<file path="config.mk">
export PLATFORM = sky130hd
export DESIGN_NAME = lcd_bus_arbiter
export DESIGN_NICKNAME = d
export VERILOG_FILES = /design/src/rtl/lcd_bus_arbiter.sv
export SDC_FILE = /design/constraint.sdc
export NUM_CORES = 1
export LEC_CHECK = 0
export CAP_MARGIN = 10
export CORE_MARGIN = 4
export CORE_UTILIZATION = 55
export CTS_BUF_LIST = sky130_fd_sc_hd__clkbuf_4
export CTS_CLUSTER_SIZE = 20
export DETAILED_ROUTE_END_ITERATION = 10
export PLACE_DENSITY = 0.89
export SLEW_MARGIN = 20
export SYNTH_ARGS = -nofsm -noshare
export SYNTH_HDL_FRONTEND = slang
export SYNTH_SLANG_ARGS = --single-unit
</file>
<file path="constraint.sdc">
create_clock -name clk -period 3.7 [get_ports clk]
set_input_delay 0.74 -clock clk [delete_from_list [all_inputs] [get_ports clk]]
set_output_delay 0.74 -clock clk [all_outputs]
set_load 0.05 [all_outputs]
</file>
<file path="src/rtl/lcd_bus_arbiter.sv">
// Two-port round-robin arbiter for the HD44780 write bus. It latches the granted byte, then
// generates the setup / enable / hold / execution-wait timing and acks the requester.
module lcd_bus_arbiter #(
  parameter int unsigned T_SETUP    = 2,
  parameter int unsigned T_EN       = 12,
  parameter int unsigned T_HOLD     = 2,
  parameter int unsigned T_WAIT     = 2000,
  parameter int unsigned T_CLR_WAIT = 80000
) (
  input  logic       clk,
  input  logic       s_rst_n,
  input  logic       req0,
  input  logic       rs0,
  input  logic [7:0] dat0,
  output logic       ack0,
  input  logic       req1,
  input  logic       rs1,
  input  logic [7:0] dat1,
  output logic       ack1,
  output logic       busy,
  output logic       rs,
  output logic       rw,
  output logic       en,
  output logic       on,
  output logic [7:0] data
);

  localparam int unsigned MaxA = (T_SETUP > T_EN) ? T_SETUP : T_EN;
  localparam int unsigned MaxB = (T_HOLD > T_WAIT) ? T_HOLD : T_WAIT;
  localparam int unsigned MaxC = (MaxA > MaxB) ? MaxA : MaxB;
  localparam int unsigned MaxT = (MaxC > T_CLR_WAIT) ? MaxC : T_CLR_WAIT;
  localparam int unsigned CntW = $clog2(MaxT + 1);

  localparam logic [CntW-1:0] LdSetup = CntW'(T_SETUP - 1);
  localparam logic [CntW-1:0] LdEn    = CntW'(T_EN - 1);
  localparam logic [CntW-1:0] LdHold  = CntW'(T_HOLD - 1);
  localparam logic [CntW-1:0] LdWait  = CntW'(T_WAIT - 1);
  localparam logic [CntW-1:0] LdClr   = CntW'(T_CLR_WAIT - 1);
  localparam logic [CntW-1:0] CntOne  = CntW'(1);

  typedef enum logic [2:0] {
    StIdle,
    StSetup,
    StEnHi,
    StHold,
    StWait,
    StAck,
    StGap
  } state_e;

  state_e          r_state;
  state_e          w_state_d;
  logic [CntW-1:0] r_cnt;
  logic [CntW-1:0] w_cnt_d;
  logic            r_last;   // 1: port 1 was granted last
  logic            r_port;
  logic            r_rs;
  logic [7:0]      r_data;
  logic            r_en;
  logic            r_on;
  logic            r_busy;
  logic            r_ack0;
  logic            r_ack1;
  logic            w_grant;
  logic            w_pick1;
  logic            w_is_clr;
  logic            w_cnt_zero;

  always_comb begin
    w_pick1    = req1 & (~req0 | ~r_last);
    w_is_clr   = ~r_rs & (r_data[7:2] == 6'd0) & (r_data[1:0] != 2'd0);
    w_cnt_zero = (r_cnt == '0);
    w_state_d  = r_state;
    w_cnt_d    = r_cnt;
    w_grant    = 1'b0;
    case (r_state)
      // GAP itself is the no-sample cycle after ACK; the decision at its closing edge
      // is the same as IDLE's, so back-to-back grants land two cycles after ack.
      StIdle, StGap: begin
        if (req0 | req1) begin
          w_grant   = 1'b1;
          w_state_d = StSetup;
          w_cnt_d   = LdSetup;
        end else begin
          w_state_d = StIdle;
        end
      end
      StSetup: begin
        if (w_cnt_zero) begin
          w_state_d = StEnHi;
          w_cnt_d   = LdEn;
        end else begin
          w_cnt_d = r_cnt - CntOne;
        end
      end
      StEnHi: begin
        if (w_cnt_zero) begin
          w_state_d = StHold;
          w_cnt_d   = LdHold;
        end else begin
          w_cnt_d = r_cnt - CntOne;
        end
      end
      StHold: begin
        if (w_cnt_zero) begin
          w_state_d = StWait;
          w_cnt_d   = w_is_clr ? LdClr : LdWait;
        end else begin
          w_cnt_d = r_cnt - CntOne;
        end
      end
      StWait: begin
        if (w_cnt_zero) begin
          w_state_d = StAck;
        end else begin
          w_cnt_d = r_cnt - CntOne;
        end
      end
      StAck:   w_state_d = StGap;
      default: w_state_d = StIdle;
    endcase
  end

  // Outputs are registered from the next state so they change exactly with the state.
  always_ff @(posedge clk or negedge s_rst_n) begin
    if (!s_rst_n) begin
      r_state <= StIdle;
      r_cnt   <= '0;
      r_last  <= 1'b1;
      r_port  <= 1'b0;
      r_rs    <= 1'b0;
      r_data  <= 8'h00;
      r_en    <= 1'b0;
      r_on    <= 1'b0;
      r_busy  <= 1'b0;
      r_ack0  <= 1'b0;
      r_ack1  <= 1'b0;
    end else begin
      r_state <= w_state_d;
      r_cnt   <= w_cnt_d;
      r_on    <= 1'b1;
      r_en    <= (w_state_d == StEnHi);
      r_busy  <= (w_state_d != StIdle);
      r_ack0  <= (w_state_d == StAck) & ~r_port;
      r_ack1  <= (w_state_d == StAck) & r_port;
      if (w_grant) begin
        r_port <= w_pick1;
        r_last <= w_pick1;
        r_rs   <= w_pick1 ? rs1 : rs0;
        r_data <= w_pick1 ? dat1 : dat0;
      end
    end
  end

  assign ack0 = r_ack0;
  assign ack1 = r_ack1;
  assign busy = r_busy;
  assign rs   = r_rs;
  assign rw   = 1'b0;
  assign en   = r_en;
  assign on   = r_on;
  assign data = r_data;

endmodule

</file>
==> impl_metrics.csv, run 1 <==
group,metric,value,unit
outcome,status,"complete, no violations",
sta,finalSetupViolCount,0,
synth,post_synth.cell_area_avg,9.10,um2
critical_path,r2r_cells,7,
clock_network,cts_buffers,5,
sta,finalClockSkew,17.4,ps
layout,layout_common_cells,"35 x dfrtp_1, 34 x clkdlybuf4s50_1, 28 x nor2_1, 20 x a21oi_1, 18 x nand2_1",
sta,final_max_slew_viol_count,0,
critical_path,cp-end-kind,"flop",
layout,n_fill_cell,292,
power_and_ir_drop,power_leakage,0.00108,uW
grt,grt_pass1_vias,1838,
synth,ys.warnings.count,0,
place,place.port_buffers,35,
critical_path,critical_path_class,"reg -> reg",
clock_network,clk_path_buf_depth,2,
die,rows,22,
sta,fmax,379,MHz
sta,final_hold_viol_count,0,
grt,grt_overflow,0,
clock_network,cts_setup_buffers,0,
power_and_ir_drop,p_per_area,258,nW/um2
sta,worst_pin_slew,765,ps
sta,layout_setup_ws,1060,ps
drt,drtIter0Drc,263,
clock_network,cts.hold.buffers_added,0,
place,hpwl,3.61,mm
sta,fin_crit_sh,71.4,%
clock_network,cts_tree,"built",
synth,ys_seq_elements,36,
synth,asyncSetResetFlopFracSynth,100,%
clock_network,cts_resized,0,
clock_network,htree_levels,2,
drt,viasPerCell,6.05,
die,dieArea,4900,um2
drt,ant_nets,0,
synth,netlist.area_leader.share,41.5,%
drt,wire_per_inst,16.0,um
layout,drive_gt1_share,7.92,%
layout,multi_input_area,1120,um2
layout,antennaDiodeCount,0,
layout,seq_area,902,um2
critical_path,critPathMaxStageDelay,610,ps
place,pre_cts_slack,961,ps
clock_network,clock-sinks,36,
synth,synth.area.top_cells,"dfrtp_1 41%, nor2_1 5.2%, a21oi_1 4.7%",
power_and_ir_drop,finalPower,651,uW
clock_network,insertion_delay,360,ps
grt,grt_first_pass_wirelength,8.42,mm
synth,netlist_instances,232,
grt,grt_usage,21.6,%
grt,grt_antenna_before_repair,0,
critical_path,critical_path.cell_chain,"inv_1, ha_1, nor4b_1, and4_1, nor2_1, a21o_1, a221o_1",
synth,synth-edff-count,0,
drt,wl,5.00,mm
place,place.gp.congestion,0.892,
die,coreArea,3690,um2
critical_path,reg2reg_from,"r_cnt[0]",
critical_path,cp.required,3960,ps
sta,max-slew-margin-rel,49.0,%
drt,drc,0,
clock_network,cts-root-buf,"clkbuf_4",
die,start_util,57.3,%
synth,syn_nets,256,
critical_path,arrival,2900,ps
critical_path,r2r-end,"r_cnt[7]",
synth,synth-main-ff-cell,"dfrtp_1",
synth,synth_cell_types,51,
power_and_ir_drop,peakVddDrop,143,uV
drt,dr_total_vias,1895,
critical_path,start_kind,"flop",
drt,first_pass_iters,4,
worst_hold_path,min_path_type,"in -> async",
critical_path,crit_path_top_delay_cell,"and4_1",
sta,rsz0062_at_grt,"false",
layout,areaGrowthSynthToFinish,19.4,%
grt,grt_max_degree,37,
die,io_pins,37,
layout,fin_nets,288,
critical_path,r2r_setup_slack,1060,ps
clock_network,clk_pin_slew,120,ps
die,die_h,70.0,um
layout,final_common_cell,"dfrtp_1",
job,max_cap_viol_count,0,
synth,syn_area,2110,um2
sta,min_period,2640,ps
synth,synth_area_leader_cell,"dfrtp_1",
synth,synth-seq-area-share,42.7,%
critical_path,worst-path-max-fanout,16,
sta,setup_tns,0,ps
die,die_x,70.0,um
## kinds of logic after synthesis
logic type | share of synthesized area (%)
compound gates | 21.6
flops | 42.7
simple gates | 23.1
xor+xnor | 1.24
other cells | 0.356
buf+inv | 4.56
fa+ha+maj | 1.72
mux | 4.74
## synthesized netlist by cell type (3+ instances only)
| master | instances |
|---|---|
| nor2b_1 | 3 |
| nor2_1 | 29 |
| o21ai_1 | 4 |
| inv_1 | 9 |
| a221o_1 | 6 |
| and2_1 | 3 |
| nor3_1 | 13 |
| o22ai_1 | 6 |
| nand3_1 | 3 |
| a21o_1 | 3 |
| o21ai_0 | 8 |
| mux2i_1 | 10 |
| nand2b_1 | 3 |
| a21oi_1 | 20 |
| dfrtp_1 | 35 |
| and3_1 | 3 |
| nor4_1 | 4 |
| o31a_1 | 4 |
| clkbuf_1 | 5 |
| nand2_1 | 18 |
## stage by stage
stage               cells  utilization [%]  hold slack (ps)  cell area, um2
floorplan             232                -              412            2110
global placement      305             66.8              414            2460
global route          313             68.4              471            2520
CTS                   313             68.3              451            2520
detailed placement    305             66.8              434            2460
finish                313             68.4              433            2520
## where the power goes
group,switching [uW],internal [uW],total (uW)
Combinational,21.2,25.2,46.4
Clock,138,72.8,210
Sequential,0.188,394,394
## registers in the layout (all words and copies together) (netlist names)
register and count:
r_cnt 17, data 8, r_state 3, ack0 1
ack1 1, busy 1, en 1, on 1
r_last 1, r_port 1, rs 1
## critical path, delay by kind of cell (launching register included)
kind / cells / cell delay (ps)
buffers and inverters: 1 / 100
adder cells (fa/ha/maj): 1 / 160
AND/OR/NAND/NOR: 3 / 1280
AO/OA/AOI/OAI: 2 / 550
flip-flops: 1 / 440
## worst max path at each step
stage	start	end	slack (ps)
floorplan	r_cnt[0]	r_cnt[10]	1610
global placement	req0	r_cnt[7]	1000
detailed placement	req0	r_cnt[7]	960
CTS	r_cnt[0]	r_cnt[7]	1110
global route	r_cnt[0]	r_cnt[7]	890
finish	r_cnt[0]	r_cnt[7]	1060
## per-layer routing
| layer | wire [um] | share of wire, % | track usage [%] |
|---|---|---|---|
| met1 | 2090 | 42 | 26.3 |
| met3 | 324 | 6.5 | 6.33 |
| met4 | 138 | 2.8 | 8.72 |
| met2 | 2440 | 49 | 35.7 |
| met5 | 0 | 0 | 0 |
## final cells by class
type,instances,share of cell area (%)
tap,48,2.38
multi-input combinational,176,44.3
timing repair buffer,36,14.0
clock inverter,3,0.744
inverter,9,1.34
sequential,36,35.8
clock buffer,5,1.49
Note: power is estimated with default switching activity, not from simulation.
==> inputs of run 2 (changes only) <==
==> constraint.sdc (replaced) <==
create_clock -name clk -period 2.54 [get_ports clk]
set_input_delay 0.508 -clock clk [delete_from_list [all_inputs] [get_ports clk]]
set_output_delay 0.508 -clock clk [all_outputs]
set_load 0.05 [all_outputs]
==> run 2 against run 1 <==
Compared with the run above:
- final cell count grew 2.2%
- die area is the same
- hold slack lost 210 ps
- power grew 61%
- utilization grew 2.2 points
- maximum frequency grew 16%
- critical path type unchanged
- largest cell class unchanged
- wire length grew 2.3%
- final area grew 3.2%
- worst setup slack lost 790 ps
- count of clock-buffer cells in the layout is the same
- combinational power grew 44%
==> impl_metrics.csv, run 2 (synthesis results as in run 1) <==
group,metric,value,unit
grt,grt_pass1_vias,1826,
sta,finalSetupViolCount,0,
clock_network,clk_pin_slew,120,ps
layout,final_common_cell,"dfrtp_1",
critical_path,r2r-end,"r_cnt[7]",
sta,worst_pin_slew,796,ps
place,pre_cts_slack,166,ps
layout,design_area,2600,um2
critical_path,worst-path-max-fanout,7,
job,max_cap_viol_count,0,
clock_network,cts-root-buf,"clkbuf_4",
die,die_x,70.0,um
sta,fin_hold_ws,228,ps
critical_path,cp.required,2830,ps
critical_path,crit_path_top_delay_cell,"dfrtp_1",
drt,wl,5.11,mm
critical_path,startpoint,"r_cnt[2]",
critical_path,endpoint,"r_cnt[7]",
die,die_h,70.0,um
sta,rsz0062_at_grt,"false",
place,place.gp.congestion,0.877,
clock_network,cts_setup_buffers,0,
critical_path,cp-end-kind,"flop",
critical_path,r2r_cells,6,
sta,layout_setup_ws,270,ps
sta,finalClockSkew,14.8,ps
grt,grt_antenna_before_repair,0,
layout,drive_gt1_share,10.3,%
layout,regMostFlops,"r_cnt",
layout,largest_reg_flops,17,
clock_network,cts_tree,"built",
die,dieArea,4900,um2
critical_path,cp_top_family,"simple AND/OR/NAND/NOR gates",
worst_hold_path,min_path_type,"in -> async",
layout,antennaDiodeCount,0,
critical_path,arrival,2560,ps
grt,grt_usage,21.8,%
outcome,status,"complete, no violations",
clock_network,clk_path_buf_depth,2,
clock_network,clock-sinks,36,
layout,layout_common_cells,"35 x dfrtp_1, 34 x clkdlybuf4s50_1, 29 x nor2_1, 20 x a21oi_1, 18 x nand2_1",
clock_network,insertion_delay,360,ps
critical_path,critical_path.cell_chain,"nor4_4, and4_1, buf_4, nand3_1, nor2b_1, a221o_1",
place,place.port_buffers,35,
critical_path,path_buf_inv,1,
critical_path,critPathMaxStageDelay,490,ps
power_and_ir_drop,p_per_area,402,nW/um2
clock_network,cts_buffers,5,
die,rows,22,
sta,final_hold_viol_count,0,
place,placed_cell_area,2510,um2
critical_path,crit_cells,6,
drt,ant_nets,0,
die,coreArea,3690,um2
drt,drtIter0Drc,206,
power_and_ir_drop,power_leakage,0.00112,uW
layout,fin_cells,320,
grt,grt_overflow,0,
sta,min_period,2270,ps
critical_path,r2r_setup_slack,270,ps
die,io_pins,37,
drt,viasPerCell,6.10,
place,hpwl,3.82,mm
sta,max-slew-margin-rel,47.0,%
drt,dr_total_vias,1952,
sta,fmax,441,MHz
sta,setup_tns,0,ps
layout,fin_nets,295,
critical_path,critical_path_class,"reg -> reg",
sta,fin_crit_sh,89.4,%
clock_network,cts.hold.buffers_added,0,
power_and_ir_drop,peakVddDrop,267,uV
place,dp.cells,312,
sta,final_max_slew_viol_count,0,
grt,grt_max_degree,37,
layout,areaGrowthSynthToFinish,23.2,%
die,start_util,57.3,%
grt,grt_first_pass_wirelength,8.54,mm
drt,first_pass_iters,5,
drt,drc,0,
clock_network,htree_levels,2,
critical_path,reg2reg_from,"r_cnt[2]",
drt,wire_per_inst,16.0,um
critical_path,start_kind,"flop",
run 2: cell types whose count changed in the layout (fill, tap and decap cells not counted), sizes merged:
| cell | before | now |
|---|---|---|
| clkinv | 3 | 1 |
| bufinv | 0 | 1 |
| clkinvlp | 0 | 1 |
| buf | 2 | 9 |
run 2: power breakdown:
| group | leakage [uW] | internal, uW | switching [uW] |
|---|---|---|---|
| Clock | 0.0000412 | 205 | 201 |
| Combinational | 0.000635 | 36.7 | 30.1 |
| Sequential | 0.000447 | 574 | 0.189 |
run 2: per-stage QoR:
stage	utilization [%]	total power [uW]
after CTS	70.4	1060
after detailed placement	68.2	653
after global placement	68.2	652
after floorplan	-	606
final	70.5	1050
after global routing	70.5	1090
run 2: layout make-up:
class | count | area (um2)
Fill cell | 287 | 1090
Tap cell | 48 | 60.1
Clock inverter | 3 | 42.5
Multi-Input combinational cell | 176 | 1120
Timing Repair Buffer | 43 | 405
Clock buffer | 5 | 37.5
Sequential cell | 36 | 902
Inverter | 9 | 33.8
run 2: timing repair:
action	in CTS	in global routing
gates resized for setup	0	1
setup endpoints to repair	0	4
hold endpoints to repair	0	0
run 2: worst min-delay path by stage:
stage	start	slack, ps	cells after the start	endpoint
2_1_floorplan	s_rst_n	210	0	ack0
3_3_place_gp	r_port	420	1	ack0
3_5_place_dp	r_port	450	1	ack0
4_1_cts	s_rst_n	260	1	r_cnt[1]
5_1_grt	s_rst_n	290	1	r_cnt[2]
6_report	s_rst_n	230	1	r_cnt[1]
run 2: routing by layer:
metal | part of all wire [%] | global-route usage [%] | routed length (um)
met1 | 42 | 28.3 | 2150
met2 | 49 | 36.1 | 2500
met3 | 6.7 | 4.89 | 340
met4 | 2.2 | 6.81 | 114
met5 | 0 | 0 | 0
